<file path="src/rtl/fence_seq_pkg.sv">
// Shared types for the fence/flush sequencer.
//   fence_op_e    : normalised memory-ordering op latched at accept
//   fence_state_e : sequencer FSM states
//   decode_op()   : maps the raw commit-stage op code onto fence_op_e
package fence_seq_pkg;

  localparam int FENCE_OP_W = 2;

  typedef enum logic [FENCE_OP_W-1:0] {
    FENCE      = 2'd0,
    FENCE_I    = 2'd1,
    SFENCE_VMA = 2'd2
  } fence_op_e;

  typedef enum logic [2:0] {
    IDLE      = 3'd0,
    DRAIN     = 3'd1,
    FLUSH_DC  = 3'd2,
    INV_IC    = 3'd3,
    FLUSH_TLB = 3'd4,
    DONE      = 3'd5
  } fence_state_e;

  // Code 3 is reserved and behaves as a plain FENCE.
  function automatic fence_op_e decode_op(input logic [FENCE_OP_W-1:0] code);
    case (code)
      2'd1:    return FENCE_I;
      2'd2:    return SFENCE_VMA;
      default: return FENCE;
    endcase
  endfunction

endpackage

</file>
<file path="src/rtl/fence_seq_cycle_cnt.sv">
// Saturating cycle counter for fence latency reporting.
//   clk_i, rst_i : clock, asynchronous active-high reset
//   clr_i        : restart the count (op accepted)
//   inc_i        : count this cycle
//   cap_i        : publish the count including this cycle to cycles_o
//   cycles_o     : last published count, held until the next capture
module fence_seq_cycle_cnt #(
  parameter int CntWidth = 16
) (
  input  logic                clk_i,
  input  logic                rst_i,
  input  logic                clr_i,
  input  logic                inc_i,
  input  logic                cap_i,
  output logic [CntWidth-1:0] cycles_o
);

  logic [CntWidth-1:0] cnt_q;
  logic [CntWidth-1:0] cnt_inc;

  assign cnt_inc = (&cnt_q) ? cnt_q : cnt_q + CntWidth'(1'b1);

  always_ff @(posedge clk_i or posedge rst_i) begin
    if (rst_i) begin
      cnt_q    <= '0;
      cycles_o <= '0;
    end else begin
      if (clr_i) begin
        cnt_q <= '0;
      end else if (inc_i) begin
        cnt_q <= cnt_inc;
      end
      // The capture cycle itself is a busy cycle, so publish the bumped value.
      if (cap_i) begin
        cycles_o <= cnt_inc;
      end
    end
  end

endmodule

</file>
<file path="src/rtl/fence_flush_seq.sv">
// Fence / flush sequencer between commit and the cache subsystem.
// Drains the store and write buffers, optionally flushes the D$, then
// invalidates the I$ and/or flushes the TLBs, and pulses done_o.
//
// Ports:
//   clk_i, rst_i           : clock, asynchronous active-high reset
//   fence_valid_i/op_i     : op request from commit (op 3 treated as FENCE)
//   fence_ready_o          : request accepted when valid && ready
//   done_o                 : one-cycle completion pulse
//   busy_o, halt_o         : sequencer active / stall issue (identical)
//   sb_empty_i             : store buffer empty
//   wbuf_empty_i           : write-through write buffer empty
//   dcache_flush_o         : D$ flush request, level until ack
//   dcache_invalidate_o    : flush also invalidates (only with dcache_flush_o)
//   dcache_flush_ack_i     : single-cycle D$ flush completion
//   icache_flush_o         : one-cycle I$ invalidate pulse
//   tlb_flush_o            : one-cycle TLB flush pulse
//   fence_cycles_o         : busy cycles of the last op (FENCE_SEQ_PERF_EN only)
//
// Build option: define FENCE_SEQ_PERF_EN to add the fence_cycles_o counter.
//
// state     | meaning
// ----------+---------------------------------------------------------
// IDLE      | ready for a request
// DRAIN     | waiting for store buffer (and write buffer if WT) empty
// FLUSH_DC  | D$ flush requested, waiting for ack
// INV_IC    | one-cycle I$ invalidate
// FLUSH_TLB | one-cycle TLB flush
// DONE      | one-cycle completion pulse
module fence_flush_seq
  import fence_seq_pkg::*;
#(
  parameter bit WtCache                 = 1'b1,
  parameter bit DcacheFlushOnFence      = 1'b0,
  parameter bit DcacheInvalidateOnFlush = 1'b0,
  parameter int CntWidth                = 16
) (
  input  logic                  clk_i,
  input  logic                  rst_i,
  input  logic                  fence_valid_i,
  input  logic [FENCE_OP_W-1:0] fence_op_i,
  output logic                  fence_ready_o,
  output logic                  done_o,
  output logic                  busy_o,
  output logic                  halt_o,
  input  logic                  sb_empty_i,
  input  logic                  wbuf_empty_i,
  output logic                  dcache_flush_o,
  output logic                  dcache_invalidate_o,
  input  logic                  dcache_flush_ack_i,
  output logic                  icache_flush_o,
  output logic                  tlb_flush_o
`ifdef FENCE_SEQ_PERF_EN
  ,
  output logic [CntWidth-1:0]   fence_cycles_o
`endif
);

  if (CntWidth < 1) begin : g_cnt_width_chk
    $error("fence_flush_seq: CntWidth must be at least 1");
  end

  fence_state_e state_q, state_d;
  fence_op_e    op_q, op_d;

  logic         need_dc, need_ic, need_tlb;
  logic         drained;
  fence_state_e after_drain, after_dc, after_ic;

  assign need_dc  = DcacheFlushOnFence || ((op_q == FENCE_I) && !WtCache);
  assign need_ic  = (op_q == FENCE_I);
  assign need_tlb = (op_q == SFENCE_VMA);

  // A write-back D$ has no write buffer, so its empty flag is don't-care.
  assign drained  = sb_empty_i && (wbuf_empty_i || !WtCache);

  assign after_ic    = need_tlb ? FLUSH_TLB : DONE;
  assign after_dc    = need_ic  ? INV_IC    : after_ic;
  assign after_drain = need_dc  ? FLUSH_DC  : after_dc;

  always_ff @(posedge clk_i or posedge rst_i) begin
    if (rst_i) begin
      state_q <= IDLE;
      op_q    <= FENCE;
    end else begin
      state_q <= state_d;
      op_q    <= op_d;
    end
  end

  always_comb begin
    state_d             = state_q;
    op_d                = op_q;
    fence_ready_o       = 1'b0;
    done_o              = 1'b0;
    dcache_flush_o      = 1'b0;
    dcache_invalidate_o = 1'b0;
    icache_flush_o      = 1'b0;
    tlb_flush_o         = 1'b0;
    case (state_q)
      IDLE: begin
        fence_ready_o = 1'b1;
        if (fence_valid_i) begin
          op_d    = decode_op(fence_op_i);
          state_d = DRAIN;
        end
      end
      DRAIN: begin
        if (drained) begin
          state_d = after_drain;
        end
      end
      FLUSH_DC: begin
        dcache_flush_o      = 1'b1;
        dcache_invalidate_o = DcacheInvalidateOnFlush;
        if (dcache_flush_ack_i) begin
          state_d = after_dc;
        end
      end
      INV_IC: begin
        icache_flush_o = 1'b1;
        state_d        = after_ic;
      end
      FLUSH_TLB: begin
        tlb_flush_o = 1'b1;
        state_d     = DONE;
      end
      DONE: begin
        done_o  = 1'b1;
        state_d = IDLE;
      end
      default: state_d = IDLE;
    endcase
  end

  assign busy_o = (state_q != IDLE);
  assign halt_o = busy_o;

`ifdef FENCE_SEQ_PERF_EN
  fence_seq_cycle_cnt #(
    .CntWidth (CntWidth)
  ) u_cycle_cnt (
    .clk_i    (clk_i),
    .rst_i    (rst_i),
    .clr_i    (fence_ready_o && fence_valid_i),
    .inc_i    (busy_o),
    .cap_i    (done_o),
    .cycles_o (fence_cycles_o)
  );
`endif

endmodule

</file>
<file path="config.mk">
export PLATFORM = sky130hd
export DESIGN_NAME = fence_flush_seq
export DESIGN_NICKNAME = d
export VERILOG_FILES = /design/src/rtl/fence_seq_pkg.sv /design/src/rtl/fence_seq_cycle_cnt.sv /design/src/rtl/fence_flush_seq.sv
export SDC_FILE = /design/constraint.sdc
export NUM_CORES = 1
export LEC_CHECK = 0
export BUFFER_PORTS_ARGS = -buffer_cell sky130_fd_sc_hd__buf_2
export CORE_AREA = 2 2 39 41
export DETAILED_ROUTE_END_ITERATION = 10
export DIE_AREA = 0 0 41 43
export PLACE_DENSITY_LB_ADDON = 0.25
export RECOVER_POWER = 100
export SLEW_MARGIN = 20
export SYNTH_ARGS = -nofsm -noshare
export SYNTH_HDL_FRONTEND = slang
export SYNTH_SLANG_ARGS = --single-unit
</file>
<file path="constraint.sdc">
create_clock -name clk_i -period 1.5 [get_ports clk_i]
set_input_delay 0.3 -clock clk_i [delete_from_list [all_inputs] [get_ports clk_i]]
set_output_delay 0.3 -clock clk_i [all_outputs]
set_load 0.005 [all_outputs]
</file>
After elaboration in Yosys (flattened, before gate mapping)
Cells that the tools add are included.
Widths: inputs -> output; s select.
{"block": "op_classes", "n_addsub": 0, "mul": 0, "div_mod_pow": 0, "magnitude_cmp": 0, "n_eq_ne": 12, "shifts": 0, "muxes": 12, "bitwise": 0, "n_reduce_logical": 5}
{"operator": "$pmux 3 s5", "count": 1}
{"operator": "$mux 3", "count": 4}
{"operator": "$eq 3x2->1 const B", "count": 2}
{"operator": "$eq 3x3->1 const B", "count": 2}
{"operator": "$mux 1", "count": 6}
{"operator": "$ne 2x2->1 const B", "count": 3}
{"operator": "$eq 2x1->1 const B", "count": 2}
{"operator": "$eq 2x2->1 const B", "count": 2}
{"operator": "$pmux 2 s2", "count": 1}
{"operator": "$eq 3x1->1 const B", "count": 1}
{"operator": "$logic_not 3->1", "count": 1}
{"operator": "$reduce_and 3->1", "count": 1}
{"operator": "$reduce_bool 3->1", "count": 1}
{"operator": "$reduce_and 2->1", "count": 1}
{"operator": "$logic_and 1x1->1", "count": 1}
{"block": "totals", "register_bits": 5, "latch_bits": 0, "ramBits": 0, "mem_bits_ro": 0, "out_inout_bits": 8, "mem_count": 0}

Logic depth before layout (Yosys ltp)
Gate-level depths: netlist of the first run.
{"block": "depth", "ltp_word": 5, "ltp_mapped": 5}

Worst setup path after synthesis of the first run
No wires, ideal clock.
{"block": "synth_path", "kind": "register to register", "from": "register state_q[0]", "to": "register op_q[0]", "setup_ps": 125, "t_arrival_ps": 1301, "setup_slack_ps": 74, "path_stages_with_launch": 6, "synth_period_minus_slack_ps": 1426, "path_cell_list": "dfrtp_1 -> buf_2 -> or3_4 -> clkinv_2 -> nand2_2 -> mux2_4"}
{"block": "synth_via", "elab_chain_len": 2}
{"element": "from (decl)", "line": "fence_flush_seq.sv:63", "rtl": "fence_state_e state_q, state_d;"}
{"element": "from (signal assigned)", "line": "fence_flush_seq.sv:86", "rtl": "state_q <= state_d;"}
{"element": "$logic_not 3->1", "line": "fence_flush_seq.sv:100", "rtl": "case (state_q)"}
{"element": "$reduce_and 2->1 (no line)"}
{"element": "to (signal assigned)", "line": "fence_flush_seq.sv:87", "rtl": "op_q <= op_d;"}
{"element": "to (decl)", "line": "fence_flush_seq.sv:64", "rtl": "fence_op_e op_q, op_d;"}
No other way between the ends.
A chain may end at the register's enable or synchronous reset.

Final worst setup path of the first run
{"block": "layout_path", "from": "register state_q[0]", "to": "output fence_ready_o"}
{"block": "layout_via", "elab_chain_len": 2}
{"element": "$logic_not 3->1", "line": "fence_flush_seq.sv:100"}
{"element": "$mux 1", "line": "fence_flush_seq.sv:100"}
{"element": "to (decl)", "line": "fence_flush_seq.sv:42", "rtl": "output logic fence_ready_o,"}
No other way between the ends.

==> impl_metrics.csv, run 1 <==
group,metric,value,unit
run_status,status,"completed",
power,p_leak,0.242,nW
layout,syn2layout_area_growth,37.1,%
clock_tree,clock_path_buffers,2,
timing,fmax,686,MHz
drt,postRouteWirelength,677,um
place,dp_worst_setup_slack,0.197,ns
clock_tree,cts.clk_slew.worst_paths,0.04,ns
power,p_int,0.495,mW
place,place.port_buffers,14,
synthesis,synth_cell_types,24,
floorplanning,start_util,0.251,
setup_path,worstPathRequired,1.20,ns
global_routing,grt_pass1_wl,1.10,mm
power,finalPower,0.754,mW
layout,ff_latch_area,125,um^2
timing,finalClockSkew,0.000949,ns
power,p_switching,0.260,mW
layout,final_area,477,um^2
synthesis,seq_area_frac_synth,0.360,
clock_tree,numCtsBuffers,3,
synthesis,syn_avg_cell_area,8.92,um^2
setup_path,start_kind,"register",
power,peakVddDrop,0.000706,V
setup_path,slowest_stage,"or3_4",
synthesis,synth_fp_nets,47,
layout,nFillCells,147,
drt,drcViolationCount,0,
power,clkPwrFrac,0.200,
layout,multiInputGateArea,186,um^2
timing,setup_viol,0,
drt,ant_nets,0,
timing,period_needed,1.46,ns
power,pwr-share-comb,0.502,
flow_run,cap_violations,0,
clock_tree,clock-root-buffer,"clkbuf_4",
global_routing,grt_pass1_vias,285,
floorplanning,io_pins,16,
global_routing,track_usage,0.0978,
setup_path,r2r_cells,4,
clock_tree,clock-sinks,5,
timing,slew_viol_final,0,
drt,vias,334,
setup_path,crit_path_end_kind,"output pin",
clock_tree,cts_tree,"yes",
drt,vias_per_cell,4.58,
drt,first_pass_iters,4,
power,swShare,0.344,
synthesis,syn_inst,39,
place,dp_hpwl,558,um
global_routing,antenna_found_initial,0,
floorplanning,dieHeight,43,um
place,dpl-instance-area,428,um^2
synthesis,ys_warn_count,0,
global_routing,grt-ovfl-total,0,
setup_path,crit_chain,"or3_4 > clkinv_2 > buf_2",
setup_path,crit_type,"register to output pin",
setup_path,slowest_delay,0.40,ns
setup_path,cp_max_fo,3,
global_routing,grt_max_degree,9,
clock_tree,h-tree-depth,1,
power,p_seq_frac,0.298,
timing,finalHoldViolations,0,
min_path,hold-path-cell-count,3,
floorplanning,fp-row-count,14,
layout,nNetsFinal,66,
drt,post_drt_wl_per_cell,9.27,um
timing,hold_slack,0.382,ns
timing,setup_slack,0.0414,ns
timing,grt_setup_unrepaired,"yes",
place,gp_congestion,0.746,
layout,antenna_cells,0,
min_path,hold_class,"primary input to register",
floorplanning,die-area,0.00176,mm^2
power,p_per_area,1580,mW/mm^2
timing,post-route-period-util,0.972,
synthesis,ys_ff_latch,5,
floorplanning,core-area,0.00138,mm^2
synthesis,syn_area,348,um^2
drt,drt_first_iter_violations,6,
floorplanning,die_w,41,um
clock_tree,clock_latency,0.23,ns
layout,drive_gt1_frac,0.456,
setup_path,cp.arrival,1.16,ns
## cell usage in the layout (no fill, tap or decap)
master | synthesis | layout
a31oi_1 | 2 | 2
mux2_4 | 2 | 2
nor2b_1 | 2 | 2
nor3_1 | 2 | 2
and3_1 | 2 | 2
buf_4 | 2 | 2
buf_2 | 2 | 14
dlygate4sd3_1 | 0 | 1
o21a_1 | 1 | 1
a21oi_1 | 1 | 1
nand2b_1 | 2 | 2
inv_1 | 3 | 3
nand2_1 | 1 | 1
o32ai_1 | 1 | 1
nor2_1 | 2 | 2
clkbuf_4 | 0 | 4
or3_4 | 1 | 1
conb_1 | 1 | 1
clkinv_2 | 1 | 1
nand4b_1 | 1 | 1
a41oi_1 | 1 | 1
a211oi_1 | 1 | 1
dfrtp_1 | 5 | 5
nand2_2 | 1 | 1
o21ai_0 | 1 | 1
nor3b_2 | 0 | 1
clkbuf_1 | 0 | 1
## worst max-delay path, delay by kind of cell, from the launching register on
kind | cells | cell delay [ns]
buf+inv | 2 | 0.16
simple gates | 1 | 0.40
flops | 1 | 0.37
## kinds of logic (layout without fill, tap and decap cells)
logic type | count (synthesis) | in the layout | synth area share
and+or+nand+nor | 15 | 15 | 0.266
AOI/OAI and AO/OA | 8 | 8 | 0.158
DFF | 5 | 5 | 0.360
other | 1 | 1 | 0.0108
muxes | 2 | 2 | 0.0863
buffers and inverters | 8 | 26 | 0.119
## layer usage
metal,share of wire,vias to the layer above,track usage
met2,0.44,19,0.138
met4,0,0,0.0200
met5,0,-,0
met1,0.46,145,0.114
li1,-,170,-
met3,0.095,0,0.0785
## Yosys cell counts, drive strengths merged
cell,number,area share
o21ai,1,0.014
nor3,2,0.029
nor3b,1,0.022
nor2b,2,0.036
nand4b,1,0.025
or3,1,0.032
o21a,1,0.022
o32ai,1,0.025
a41oi,1,0.025
nand2b,2,0.036
nand2,2,0.029
a211oi,1,0.022
conb,1,0.011
a31oi,2,0.036
a21oi,1,0.014
inv,3,0.032
and3,2,0.036
clkinv,1,0.014
mux2,2,0.086
dfrtp,5,0.36
nor2,2,0.022
buf,4,0.072
## registers in the layout, indices dropped and copies added, names as in the netlist
register and cells:
op_q 2, state_q 3
## area by class of cell
| class | count | area share |
|---|---|---|
| inverter | 4 | 0.0341 |
| sequential | 5 | 0.262 |
| multi-input combinational | 26 | 0.391 |
| timing repair buffer | 18 | 0.215 |
| clock buffer | 4 | 0.0551 |
| tap | 16 | 0.0420 |
## final timing paths
check / startpoint / to / slack (ns)
max: state_q[0] / fence_ready_o / 0.04
min in group asynchronous: rst_i / op_q[0] / 0.50
min: dcache_flush_ack_i / state_q[2] / 0.38
max in group asynchronous: rst_i / state_q[2] / 0.83
min reg2reg: op_q[0] / op_q[0] / 0.52
max reg2reg: state_q[0] / op_q[0] / 0.19
## timing repair
action | 4_1_cts | 5_1_grt
gates resized for setup | 0 | 1
endpoints found under the hold margin | 5 | 0
setup endpoints to repair | 0 | 2
setup buffers | 0 | 1
hold buffers | 1 | 0
## stage by stage
stage	TNS (ns)	cells	utilization
2_1_floorplan	0	39	-
3_3_place_gp	0	67	0.309
3_5_place_dp	0	67	0.309
4_1_cts	0	72	0.335
5_1_grt	-0.0236	73	0.344
6_report	0	73	0.344
## power groups by stage
stage          sequential (mW)  clock [mW]  combinational, mW
6_report                 0.225       0.151              0.379
5_1_grt                  0.234       0.171              0.434
4_1_cts                  0.227       0.161              0.368
3_5_place_dp             0.230           0              0.364
3_3_place_gp             0.228           0              0.372
2_1_floorplan            0.214           0              0.280
(Power assumes the default switching activity.)
==> run 2: changes to the inputs <==
- SETUP_SLACK_MARGIN: not set -> 0.3
==> run 2 against run 1 <==
Net effect:
- final cell count up 4.1%
- count of clock-buffer cells in the layout decreased by 1
- global-route usage increased by 3.1 points
- largest power group unchanged
==> impl_metrics.csv, run 2 (synthesis gave the netlist of run 1 again) <==
group,metric,value,unit
global_routing,met1_usage,0.156,
global_routing,track_usage,0.129,
global_routing,grt.busiest_layer,"met2",
place,gp_congestion,0.760,
timing,fin_setup_tns,0,ns
floorplanning,dieHeight,43,um
global_routing,grt-ovfl-total,0,
layout,largest_register_ffs,3,
clock_tree,cts.clk_slew.worst_paths,0.05,ns
setup_path,crit_type,"register to output pin",
drt,vias_per_cell,4.80,
setup_path,worstPathRequired,1.20,ns
timing,finalClockSkew,0.00446,ns
setup_path,slowest_stage,"or3_4",
global_routing,globalRouteMet3Util,0.0628,
global_routing,antenna_found_initial,0,
setup_path,start_kind,"register",
global_routing,grt_pass1_wl,1.39,mm
global_routing,grt_pass1_vias,322,
timing,slew_viol_final,0,
drt,first_pass_iters,4,
run_status,status,"completed",
setup_path,cp_max_fo,3,
flow_run,cap_violations,0,
floorplanning,start_util,0.251,
setup_path,crit_path_end_kind,"output pin",
floorplanning,io_pins,16,
drt,vias,365,
floorplanning,die-area,0.00176,mm^2
setup_path,slowest_delay,0.42,ns
drt,postRouteWirelength,995,um
drt,drcViolationCount,0,
clock_tree,cts_tree,"yes",
layout,mostFrequentLayoutCell,"buf_2",
clock_tree,clock-sinks,5,
timing,post-route-period-util,0.999,
layout,utilization,0.392,
clock_tree,h-tree-depth,1,
timing,setup_viol,0,
global_routing,grtUsageMet2,0.166,
drt,post_drt_wl_per_cell,13.1,um
power,peakVddDrop,0.000874,V
timing,period_needed,1.50,ns
layout,top_register,"state_q",
floorplanning,core-area,0.00138,mm^2
clock_tree,clock-root-buffer,"clkbuf_4",
place,place.port_buffers,14,
drt,ant_nets,0,
clock_tree,clock_latency,0.25,ns
timing,finalHoldViolations,0,
power,p_leak,0.264,nW
layout,nNetsFinal,69,
layout,final_cell_mix,"buf_2 (11), dfrtp_1 (5), buf_6 (4)",
floorplanning,fp-row-count,14,
drt,drt_first_iter_violations,7,
layout,antenna_cells,0,
setup_path,crit_chain,"or3_4 > clkinv_4 > buf_6",
power,p_per_area,1680,mW/mm^2
floorplanning,die_w,41,um
setup_path,cp.arrival,1.20,ns
timing,grt_setup_unrepaired,"yes",
layout,drive_gt1_frac,0.533,
timing,fmax,667,MHz
clock_tree,numCtsBuffers,3,
global_routing,grt_max_degree,9,
min_path,hold_class,"primary input to register",
clock_tree,clock_path_buffers,2,
layout,syn2layout_area_growth,55.8,%
layout,top_regs,"state_q (3), op_q (2)",
run 2: final timing paths:
| path | start | end | slack, ns | depth (start not counted) |
|---|---|---|---|---|
| setup / recovery | state_q[0] | fence_ready_o | 0.001 | 3 |
| hold / removal | fence_op_i[0] | op_q[1] | 0.42 | 3 |
| setup reg to reg | state_q[0] | op_q[0] | 0.09 | 5 |
| hold reg to reg | op_q[0] | op_q[0] | 0.54 | 1 |
| max in group asynchronous | rst_i | state_q[0] | 0.83 | 3 |
| min in group asynchronous | rst_i | op_q[0] | 0.49 | 3 |
run 2: final cells by class:
cell class              count  area, um^2
clock buffers               3        22.5
multi-input cells          26         208
clock inverters             1        5.00
fillers                   151         842
flip-flops and latches      5         125
repair buffers             21         141
inverters                   4        20.0
well taps                  16        20.0
run 2: worst max-delay path, delay by kind of cell, from the launching register on:
| kind | cells | cell delay [ns] |
|---|---|---|
| simple gates | 1 | 0.42 |
| flops | 1 | 0.39 |
| buf+inv | 2 | 0.15 |
run 2: routing by layer:
layer / up-vias / share of wire / routed length (um)
met4: 0 / 0.012 / 12
met5: - / 0 / 0
met1: 171 / 0.41 / 410
met2: 14 / 0.52 / 514
met3: 2 / 0.059 / 59
li1: 178 / - / -
run 2: report_power, final:
group | switching, mW | internal [mW] | leakage [nW]
Clock | 0.0616 | 0.0968 | 0.0177
Sequential | 0.0447 | 0.189 | 0.0640
Combinational | 0.239 | 0.281 | 0.182
run 2: repair_timing:
action | 4_1_cts | 5_1_grt
hold buffers | 1 | 0
resized for setup | 6 | 6
setup buffers | 3 | 1
pin swaps | 2 | 0
setup endpoints to repair | 9 | 10
endpoints found under the hold margin | 5 | 0
run 2: metrics by stage:
step                      area, um^2  setup slack, ns  cells  power (mW)  hold slack, ns
after floorplan                  363           0.0987     39       0.515          0.0785
after global placement           437            0.215     67       0.624           0.216
after detailed placement         437            0.217     67       0.622           0.212
after CTS                        518         -0.00860     75       0.870           0.393
after global routing             542          -0.0391     76       0.979           0.409
final                            542          0.00143     76       0.912           0.418
==> run 3: changes to the inputs <==
- ABC_AREA: not set -> 1
==> run 3 against run 2 <==
Net effect:
- sequential power rose by 13%
- first-iteration DRC count fell by 14%
- wire length fell by 7.8%
- sequential share of layout area rose by 0.85 points
- core utilization fell by 0.63 points
- final area fell by 1.6%
- synthesized area rose by 4.3%
- fmax rose by 7.7%
- largest power group unchanged
==> impl_metrics.csv, run 3 <==
group,metric,value,unit
synthesis,synth_ff_type,"dfrtp_1",
synthesis,ys_warn_count,0,
drt,vias_per_cell,4.36,
synthesis,async_flop_share,1.00,
global_routing,grt-ovfl-total,0,
setup_path,r2r_cells,8,
layout,nFillCells,154,
timing,fin_setup_tns,0,ns
timing,period_needed,1.39,ns
floorplanning,die_w,41,um
synthesis,ys_ff_latch,5,
synthesis,syn_inst,52,
setup_path,cp.arrival,1.09,ns
power,p_seq_frac,0.255,
setup_path,crit_type,"register to output pin",
layout,ff_latch_area,128,um^2
timing,finalClockSkew,0.00421,ns
place,place.port_buffers,14,
timing,finalHoldViolations,0,
clock_tree,numCtsBuffers,3,
power,p_per_area,1950,mW/mm^2
power,clkPwrFrac,0.152,
setup_path,rr_startpoint,"state_q[0]",
global_routing,grt_pass1_wl,1.63,mm
power,p_switching,0.435,mW
synthesis,synth_fp_nets,60,
clock_tree,clock-sinks,5,
setup_path,startpoint,"state_q[0]",
timing,grt_setup_unrepaired,"yes",
layout,final_cells,91,
layout,antenna_cells,0,
drt,drt_first_iter_violations,6,
power,peakVddDrop,0.000712,V
timing,slew_viol_final,0,
drt,drcViolationCount,0,
global_routing,track_usage,0.142,
setup_path,cp_max_fo,5,
layout,largest_register_ffs,3,
clock_tree,cts.clk_slew.worst_paths,0.05,ns
synthesis,seq_area_frac_synth,0.345,
synthesis,syn_avg_cell_area,6.98,um^2
setup_path,start_kind,"register",
layout,multiInputGateArea,183,um^2
timing,post-route-period-util,0.928,
layout,nNetsFinal,84,
global_routing,antenna_found_initial,0,
layout,final_cell_mix,"nand2_1 (10), buf_2 (10), inv_1 (9)",
power,p_int,0.603,mW
layout,top_register,"state_q",
flow_run,cap_violations,0,
synthesis,synth.largest_area_cell,"dfrtp_1",
floorplanning,fp-row-count,14,
clock_tree,cts_tree,"yes",
floorplanning,start_util,0.262,
synthesis,synth_cell_types,17,
floorplanning,io_pins,16,
power,p_leak,0.313,nW
min_path,min_from,"fence_op_i[0]",
floorplanning,dieHeight,43,um
place,dp_hpwl,595,um
synthesis,synth.top_cell.area_share,0.345,
min_path,hold-path-cell-count,3,
layout,syn2layout_area_growth,46.9,%
clock_tree,clock-root-buffer,"clkbuf_4",
clock_tree,clock_latency,0.24,ns
clock_tree,h-tree-depth,1,
synthesis,synth_area_leaders,"dfrtp_1 (34%), inv_1 (9.3%), nand2_1 (9.3%), nand3_2 (8.3%), nand3_1 (5.5%)",
drt,vias,397,
timing,setup_viol,0,
place,gp_congestion,0.659,
layout,drive_gt1_frac,0.427,
synthesis,synth-edff-count,0,
floorplanning,die-area,0.00176,mm^2
timing,fmax,719,MHz
layout,top_regs,"state_q (3), op_q (2)",
clock_tree,clock_path_buffers,2,
drt,postRouteWirelength,917,um
setup_path,crit_path_end_kind,"output pin",
floorplanning,core-area,0.00138,mm^2
min_path,hold_class,"primary input to register",
power,swShare,0.419,
place,placed_cells,80,
drt,first_pass_iters,3,
setup_path,worstPathRequired,1.20,ns
power,pwr-share-comb,0.594,
drt,post_drt_wl_per_cell,10.1,um
run_status,status,"completed",
global_routing,grt_max_degree,8,
synthesis,syn_area,363,um^2
synthesis,synth_commonest_cells,"inv_1 (9), nand2_1 (9), dfrtp_1 (5), nor2_1 (5), nand3_1 (4)",
drt,ant_nets,0,
global_routing,grt_pass1_vias,400,
## run 3: cell count changes in the layout (fill, tap and decap cells not counted), moves of 3 or more
cell,before,now
inv_1,2,9
nand2_1,1,10
nand3_1,0,5
nor2_1,2,5
## run 3: cells by family after synthesis
group                  share of synthesized area
other                                     0.0103
flip-flops                                 0.345
AO/OA/AOI/OAI                             0.0724
buffers and inverters                      0.155
AND/OR/NAND/NOR                            0.417
## run 3: stage by stage
step	setup WS [ns]	hold slack [ns]	total power [mW]	utilization	cell area, um^2
final	0.108	0.310	1.04	0.385	533
after global routing	0.0284	0.344	1.15	0.385	533
after CTS	0.117	0.306	1.02	0.388	537
after detailed placement	0.309	0.202	0.694	0.316	438
after global placement	0.327	0.205	0.698	0.316	438
after floorplan	0.356	0.0785	0.581	-	363
## run 3: repair_timing
| action | in CTS | in global routing |
|---|---|---|
| hold buffers | 1 | 0 |
| pin swaps | 2 | 3 |
| setup endpoints to repair | 7 | 12 |
| endpoints found under the hold margin | 5 | 0 |
| setup buffers | 6 | 0 |
| resized for setup | 6 | 5 |
## run 3: critical path: stages (launching register included)
cell and delay [ns]:
dfrtp_2 0.44, nor2_4 0.15, nand2_1 0.10, inv_1 0.05, buf_2 0.10
## run 3: final timing paths
check | to | slack [ns]
worst max-delay path | tlb_flush_o | 0.11
worst min-delay path | op_q[0] | 0.31
worst max register to register | state_q[0] | 0.22
worst min register to register | op_q[0] | 0.55
max in group asynchronous | state_q[0] | 0.82
min in group asynchronous | state_q[2] | 0.49
## run 3: routing by layer
layer,routed length [um],global-route usage
met5,0,0
met4,27,0.100
met3,64,0.0524
met2,456,0.219
met1,368,0.149
## run 3: power by group through the flow
stage | Sequential [mW] | Combinational, mW | Clock [mW]
2_1_floorplan | 0.235 | 0.345 | 0
5_1_grt | 0.274 | 0.694 | 0.177
6_report | 0.264 | 0.616 | 0.157
4_1_cts | 0.262 | 0.600 | 0.163
3_3_place_gp | 0.244 | 0.455 | 0
3_5_place_dp | 0.245 | 0.449 | 0
## run 3: area by class of cell
class                   count  area share
clock buffers               4      0.0493
inverters                  11      0.0775
well taps                  16      0.0376
multi-input cells          34       0.343
repair buffers             21       0.254
flip-flops and latches      5       0.239
